<file path="src/rtl/freq_meter.sv">
// Gated-window frequency meter: counts rising edges of an asynchronous input
// over GATE_CYCLES clocks, publishes the binary count, then converts it to
// 8-digit packed BCD with a serial double-dabble converter.
module freq_meter #(
    parameter int GATE_CYCLES = 100_000_000,
    parameter int CNT_W       = 27
) (
    input  logic             clk_100MHz,
    input  logic             rst,
    input  logic             sig_in,
    output logic [CNT_W-1:0] freq,
    output logic [31:0]      freq_bcd,
    output logic             valid,
    output logic             overflow
);
    localparam int GATE_W = (GATE_CYCLES > 1) ? $clog2(GATE_CYCLES) : 1;
    localparam logic [GATE_W-1:0] GATE_LAST = GATE_W'(GATE_CYCLES - 1);
    localparam int STEP_W = $clog2(CNT_W + 1);
    localparam logic [STEP_W-1:0] STEP_LAST = STEP_W'(CNT_W - 1);
    localparam logic [63:0] BCD_MAX = 64'd99_999_999;
    localparam logic [31:0] BCD_OVF = 32'h9999_9999;

    typedef enum logic [1:0] {S_IDLE, S_CONV, S_DONE} state_t;

    // Saturating increment: the edge counter sticks at all-ones instead of wrapping.
    function automatic logic [CNT_W-1:0] sat_inc(input logic [CNT_W-1:0] v, input logic inc);
        if (inc && (v != {CNT_W{1'b1}}))
            return v + CNT_W'(1);
        return v;
    endfunction

    // Double-dabble correction: add 3 to every BCD digit that is 5 or more.
    function automatic logic [31:0] bcd_adjust(input logic [31:0] d);
        logic [31:0] r;
        r = d;
        for (int i = 0; i < 8; i++) begin
            if (d[4*i +: 4] >= 4'd5)
                r[4*i +: 4] = d[4*i +: 4] + 4'd3;
        end
        return r;
    endfunction

    logic              sig_p0, sig_p1, sig_p2;
    logic              edge_det;
    logic [GATE_W-1:0] gate_cnt;
    logic              window_end;
    logic [CNT_W-1:0]  edge_cnt;
    logic [CNT_W-1:0]  cnt_nxt;
    state_t            state, state_nxt;
    logic              conv_load, conv_shift, conv_done;
    logic [STEP_W-1:0] step_cnt;
    logic [CNT_W-1:0]  bin_sh;
    logic [31:0]       bcd_sh;
    logic [31:0]       bcd_adj;

    // Input synchronizer (p0, p1) followed by the previous-value register (p2).
    always_ff @(posedge clk_100MHz) begin
        if (rst) begin
            sig_p0 <= 1'b0;
            sig_p1 <= 1'b0;
            sig_p2 <= 1'b0;
        end else begin
            sig_p0 <= sig_in;
            sig_p1 <= sig_p0;
            sig_p2 <= sig_p1;
        end
    end

    // Stage boundary: synchronized level vs. its previous value gives the rising edge.
    assign edge_det   = sig_p1 & ~sig_p2;
    assign window_end = (gate_cnt == GATE_LAST);
    assign cnt_nxt    = sat_inc(edge_cnt, edge_det);

    // Free-running gate counter; windows follow each other with no dead cycles.
    always_ff @(posedge clk_100MHz) begin
        if (rst)
            gate_cnt <= '0;
        else if (window_end)
            gate_cnt <= '0;
        else
            gate_cnt <= gate_cnt + GATE_W'(1);
    end

    // Edge counter and window-end latch; an edge in the last gate cycle still belongs to this window.
    always_ff @(posedge clk_100MHz) begin
        if (rst) begin
            edge_cnt <= '0;
            freq     <= '0;
            overflow <= 1'b0;
        end else if (window_end) begin
            edge_cnt <= '0;
            freq     <= cnt_nxt;
            overflow <= (64'(cnt_nxt) > BCD_MAX) || (cnt_nxt == {CNT_W{1'b1}});
        end else begin
            edge_cnt <= cnt_nxt;
        end
    end

    // Converter state register.
    always_ff @(posedge clk_100MHz) begin
        if (rst)
            state <= S_IDLE;
        else
            state <= state_nxt;
    end

    // Converter next-state logic.
    always_comb begin
        state_nxt = state;
        case (state)
            S_IDLE: if (window_end) state_nxt = S_CONV;
            S_CONV: if (step_cnt == STEP_LAST) state_nxt = S_DONE;
            S_DONE: state_nxt = S_IDLE;
            default: state_nxt = S_IDLE;
        endcase
    end

    // Converter control strobes.
    always_comb begin
        conv_load  = (state == S_IDLE) && window_end;
        conv_shift = (state == S_CONV);
        conv_done  = (state == S_DONE);
    end

    // Conversion step counter, restarted on every load.
    always_ff @(posedge clk_100MHz) begin
        if (rst)
            step_cnt <= '0;
        else if (conv_load)
            step_cnt <= '0;
        else if (conv_shift)
            step_cnt <= step_cnt + STEP_W'(1);
    end

    assign bcd_adj = bcd_adjust(bcd_sh);

    // Double-dabble shift registers; always loaded before use, so no reset needed.
    always_ff @(posedge clk_100MHz) begin
        if (conv_load) begin
            bin_sh <= cnt_nxt;
            bcd_sh <= '0;
        end else if (conv_shift) begin
            bin_sh <= bin_sh << 1;
            bcd_sh <= {bcd_adj[30:0], bin_sh[CNT_W-1]};
        end
    end

    // Publish the BCD result and its one-cycle strobe; overflowed windows show all nines.
    always_ff @(posedge clk_100MHz) begin
        if (rst) begin
            freq_bcd <= '0;
            valid    <= 1'b0;
        end else begin
            valid <= conv_done;
            if (conv_done)
                freq_bcd <= overflow ? BCD_OVF : bcd_sh;
        end
    end
endmodule
</file>
<file path="config.mk">
export PLATFORM = sky130hd
export DESIGN_NAME = freq_meter
export DESIGN_NICKNAME = d
export VERILOG_FILES = /design/src/rtl/freq_meter.sv
export SDC_FILE = /design/constraint.sdc
export NUM_CORES = 1
export LEC_CHECK = 0
export BUFFER_PORTS_ARGS = -buffer_cell sky130_fd_sc_hd__buf_2
export CAP_MARGIN = 0
export CORE_UTILIZATION = 30
export CTS_BUF_LIST = sky130_fd_sc_hd__clkbuf_4 sky130_fd_sc_hd__clkbuf_8
export DETAILED_ROUTE_END_ITERATION = 7
export PLACE_DENSITY = 0.55
export SYNTH_ARGS = -nofsm -noshare
export SYNTH_HDL_FRONTEND = slang
export SYNTH_SLANG_ARGS = --single-unit
</file>
<file path="constraint.sdc">
create_clock -name clk_100MHz -period 4.3 [get_ports clk_100MHz]
set_input_delay 1.29 -clock clk_100MHz [delete_from_list [all_inputs] [get_ports clk_100MHz]]
set_output_delay 1.29 -clock clk_100MHz [all_outputs]
set_load 0.1 [all_outputs]
</file>
==> results of run 1 <==
## flip-flops by register name (all words and copies together), names as in the netlist
name      flops
bcd_sh       32
freq_bcd     32
bin_sh       27
edge_cnt     27
freq         27
gate_cnt     27
step_cnt      5
state         2
overflow      1
sig_p0        1
sig_p1        1
sig_p2        1
valid         1
## worst max-delay path: stages (launching register included)
cell and delay (ns):
dfxtp_1 0.43, ha_1 0.30, nand3_1 0.10, or4_4 0.44, nor3_4 0.36, or3_1 0.26
xor2_1 0.31, nand3_1 0.13, nor4_1 0.46, a221o_1 0.24, a31oi_1 0.07
## final cells by class
class / instances / area share (%)
well taps: 335 / 4.62
flip-flops and latches: 184 / 43.6
clock inverters: 14 / 1.96
multi-input cells: 657 / 42.0
clock buffers: 18 / 2.73
inverters: 20 / 0.828
repair buffers: 73 / 4.30
## worst max-delay path by stage
stage                     endpoint  slack [ns]  cells after the start
after floorplan           overflow        1.47                     10
after global placement    overflow        1.15                     10
after detailed placement  overflow        1.07                     10
after CTS                 overflow        1.05                     10
after global routing      overflow        0.79                     10
final                     overflow        1.07                     10
## layout by cell type, fill, tap and decap left out, drive strengths merged, types with 20 or more instances in the layout
cell type and instances:
buf 73, ha 20, o21ai 55, a21oi 67, xnor2 30, inv 28, nor2 153, nand3 42
edfxtp 27, dfxtp 157, xor2 36, nor3 49, nand2 73
## per-layer routing
metal / part of all wire (%) / vias up / GRT usage, %
met5: 0 / - / 0
met3: 3.1 / 12 / 2.87
met1: 51 / 2897 / 18.8
li1: - / 3225 / -
met4: 0.87 / 0 / 3.47
met2: 45 / 100 / 21.9
## stage by stage
step | worst slack [ns] | hold slack [ns]
after floorplan | 1.47 | 0.414
after global placement | 1.15 | 0.432
after detailed placement | 1.07 | 0.428
after CTS | 1.05 | 0.444
after global routing | 0.790 | 0.449
final | 1.07 | 0.449
## cell families after synthesis
logic type / synth area share (%)
fa+ha+maj: 3.13
buf+inv: 3.35
compound gates: 11.2
simple gates: 25.2
mux: 0.500
xor+xnor: 7.22
flops: 49.4
## power by group
group / internal, mW / switching [mW]
logic: 0.0604 / 0.0878
registers: 1.77 / 0.0388
clock network: 0.559 / 0.686
total: 2.39 / 0.812
==> results.yml, run 1 <==
worst_setup_path:
  reg2reg_to: "overflow"
  path_class: "reg2reg"
  endpoint_kind: "register"
  critPathMaxFanout: 10
  crit_start: "edge_cnt[0]"
  arrival_ns: 3.57
  cp_data_required_time_ns: 4.64
  rr_worst_depth: 10
  rrSetupSlack_ns: 1.07
  r2r_start: "edge_cnt[0]"
  cp-start-kind: "register"
status:
  violations: "DRC"
  outcome: "finished with violations"
route:
  num_vias: 6234
  postRouteAntennaNets: 0
  wl_per_cell_um: 13.8
  dr.pass1.iters: 7
  vias_per_cell: 4.79
  drc: 18
  drt_iter0_drc: 334
  wirelength_um: 17900
logic_synthesis:
  avgSynthCellArea_um2: 8.80
  synthCells: 910
  async_flop_share_pct: 0
  synth_top_cell_by_area: "dfxtp_1"
  synth.most_common_cell: "dfxtp_1"
  synth_seq_area_share_pct: 49.4
  synthTopCellsByCount: "157 x dfxtp_1, 152 x nor2_1, 73 x nand2_1"
  synthDistinctLibCells: 56
  netlist_area_um2: 8000
  synth_top_area_share_pct: 39.3
  yosysWarnings: 0
  yosys-top-cells-area: "dfxtp_1 39%, edfxtp_1 10%, nor2_1 7.1%, a21oi_1 4.2%, xor2_1 3.9%"
  syn_nets: 933
  synth_edf_count: 27
  yosys_most_used_dff: "dfxtp_1"
  ys_ff_latch: 184
run:
  drv_cap: 0
floorplanning:
  die_h_um: 165
  initial_utilization_pct: 30.6
  design.die.area_um2: 27300
  fp-row-count: 59
  io_pins: 64
  core_um2: 26100
  die_width_um: 165
grt:
  grt_pass1_wl_um: 30000
  first_global_vias: 5898
  antenna_found_initial: 0
  grt_max_degree: 54
  gr-total-overflow: 0
  grt_use_total_pct: 13.8
worst_hold_path:
  holdCritPathClass: "reg2reg"
  min_from: "sig_p0"
  hold_depth: 1
  holdPathEnd: "sig_p1"
sta:
  rsz0062_at_grt: "no"
  finalCritPeriodShare_pct: 75.1
  worst_pin_slew_ns: 1.09
  clock_skew_ns: 0.0190
  maxSlewViolCount: 0
  setup_tns_ns: 0
  fmax_ghz: 0.310
  setup_violations: 0
  min_period_ns: 3.23
  relSlewSlack_pct: 27.0
  hold_viol: 0
placement:
  dp_hpwl_um: 12200
  dp.cells: 1269
  portBuffers: 63
  placed_cell_area_um2: 8650
  gp_congestion: 0.828
layout:
  fin_util_pct: 34.7
  fin_area_um2: 9070
  regArea_um2: 3950
  layout-drive-gt1-share_pct: 13.5
  fillers: 2769
  nets: 976
  diodes: 0
  areaGrowthSynthToFinish_pct: 13.3
  multi_input_area_um2: 3810
  stdcell_count: 1301
power_and_ir_drop:
  power_density_nw_per_um2: 353
  p_leak_nw: 3.47
  ir_drop_v: 0.000195
  p_total_mw: 3.20
clocking:
  ctsLongestPathBuffers: 2
  cts_setup_buffers: 0
  clock_latency_ns: 0.46
  postCtsHoldBufs: 0
  cts_buffers: 17
  clockRootBuffer: "clkbuf_8"
  cts-resized-gates: 0
  cts_tree: "yes"
  cts_max_level: 4
  clkTransAtPathRegs_ns: 0.11
  clock_sinks: 184
No activity file was read; power rests on OpenSTA's default activity.
==> run 2, diff against run 1 <==
PLACE_DENSITY = 0.56   (was 0.55)
clock period = 2.8 ns   (was 4.3 ns; I/O delays follow)
==> run 2 against run 1 <==
Effect of this change:
- the run still ends with DRC left
- hold slack better by 0.0023 ns
- wire length is 5.5% higher
- cell count is 4.9% higher
- via count is 4.3% higher
- clock power is 37% higher
- flip-flop and latch count stayed put
- largest power group unchanged
- highest routed layer unchanged
- first-iteration DRC count is 19% higher
- setup slack worse by 0.96 ns
- critical path type unchanged
==> results.yml, run 2 (synthesized netlist as in run 1, its figures left out) <==
grt:
  grt_max_degree: 49
  grt_pass1_wl_um: 31000
  grt_use_total_pct: 14.3
  antenna_found_initial: 0
  gr-total-overflow: 0
  first_global_vias: 6156
floorplanning:
  die_width_um: 165
  core_um2: 26100
  io_pins: 64
  fp-row-count: 59
  initial_utilization_pct: 30.6
  die_h_um: 165
  design.die.area_um2: 27300
layout:
  areaGrowthSynthToFinish_pct: 19.6
  mostFrequentLayoutCell: "nor2_1"
  reg_top3: "bcd_sh x32, freq_bcd x32"
  fin_area_um2: 9570
  diodes: 0
  layout_common_cells: "152 x nor2_1, 150 x dfxtp_1, 72 x nand2_1"
  nets: 1040
  layout-drive-gt1-share_pct: 19.8
  fillers: 2722
route:
  postRouteAntennaNets: 0
  num_vias: 6500
  dr.pass1.iters: 6
  wirelength_um: 18900
  wl_per_cell_um: 13.8
  drc: 16
  drt_iter0_drc: 399
  vias_per_cell: 4.76
sta:
  fin_hold_ws_ns: 0.451
  fin_ws_ns: 0.105
  fmax_ghz: 0.371
  hold_viol: 0
  min_period_ns: 2.70
  maxSlewViolCount: 0
  worst_pin_slew_ns: 1.11
  finalCritPeriodShare_pct: 96.3
  clock_skew_ns: 0.0140
  setup_violations: 0
  setup_tns_ns: 0
  relSlewSlack_pct: 25.8
placement:
  gp_congestion: 0.826
  dpl_worst_slack_ns: -0.0307
  dp_hpwl_um: 13100
  portBuffers: 63
  placed_cell_area_um2: 9120
worst_setup_path:
  cp-start-kind: "register"
  cp-endpoint: "overflow"
  cp_data_required_time_ns: 3.21
  rr_worst_depth: 11
  r2r_start: "edge_cnt[24]"
  endpoint_kind: "register"
  path_class: "reg2reg"
  rrSetupSlack_ns: 0.10
  reg2reg_to: "overflow"
  critPathMaxFanout: 7
  crit_start: "edge_cnt[24]"
  arrival_ns: 3.10
clocking:
  ctsLongestPathBuffers: 2
  cts_tree: "yes"
  cts_buffers: 17
  clock_sinks: 184
  cts_max_level: 4
  clock_latency_ns: 0.47
  clkTransAtPathRegs_ns: 0.10
  clockRootBuffer: "clkbuf_8"
power_and_ir_drop:
  p_leak_nw: 3.79
  power_density_nw_per_um2: 494
  ir_drop_v: 0.000246
run:
  drv_cap: 0
status:
  violations: "DRC"
  outcome: "finished with violations"
worst_hold_path:
  holdCritPathClass: "reg2reg"
run 2: cell count changes in the layout (fill, tap and decap cells not counted), moves of 3 or more:
cell / before / now
buf_4: 10 / 71
buf_12: 0 / 3
dfxtp_2: 0 / 7
dfxtp_1: 157 / 150
run 2: power by group:
| part | internal [mW] | switching [mW] | leakage, nW |
|---|---|---|---|
| clock network | 0.697 | 1.02 | 0.189 |
| registers | 2.71 | 0.0609 | 1.52 |
| logic | 0.101 | 0.136 | 2.09 |
run 2: how the worst min path moves through the flow:
stage / cells past startpoint / to / slack, ns / start
2_1_floorplan: 1 / sig_p1 / 0.41 / sig_p0
3_3_place_gp: 1 / sig_p1 / 0.43 / sig_p0
3_5_place_dp: 1 / sig_p1 / 0.43 / sig_p0
4_1_cts: 1 / sig_p1 / 0.46 / sig_p0
5_1_grt: 1 / sig_p1 / 0.46 / sig_p0
6_report: 1 / sig_p1 / 0.45 / sig_p0
run 2: through the flow:
step / util (%) / power, mW / instances
5_1_grt: 36.6 / 4.93 / 1365
6_report: 36.6 / 4.72 / 1365
3_3_place_gp: 34.9 / 3.07 / 1328
4_1_cts: 36.4 / 4.78 / 1363
3_5_place_dp: 34.9 / 3.07 / 1328
2_1_floorplan: - / 3.01 / 910
run 2: layout make-up:
class | count | area, um^2 | share of cell area [%]
clock buffer | 21 | 277 | 2.89
clock inverter | 11 | 86.3 | 0.902
inverter | 20 | 75.1 | 0.784
multi-input combinational | 657 | 3840 | 40.2
sequential | 184 | 3960 | 41.4
tap | 335 | 419 | 4.38
timing repair buffer | 137 | 908 | 9.49
run 2: worst max-delay path, cell delays in order, from the launching register on:
cell	delay [ns]
dfxtp_2	0.35
and4_1	0.22
nand4_1	0.23
nor3_4	0.11
buf_4	0.15
or3_4	0.39
or3_1	0.38
nand2_1	0.12
nor4_1	0.07
buf_4	0.14
a221o_1	0.34
a31oi_1	0.15
run 2: repair_timing:
item                       4_1_cts  5_1_grt
hold buffers                     0        0
pin swaps                        2        5
buffers inserted                 3        2
resized for setup                1       12
setup endpoints to repair        1        1
run 2: routing by layer:
layer,part of all wire (%),vias to the layer above,track usage [%],routed length [um]
li1,-,3347,-,-
met1,51,3032,19.2,9570
met2,45,104,23.1,8460
met3,3.5,17,3.00,661
met4,1.1,0,4.21,213
met5,0,-,0,0
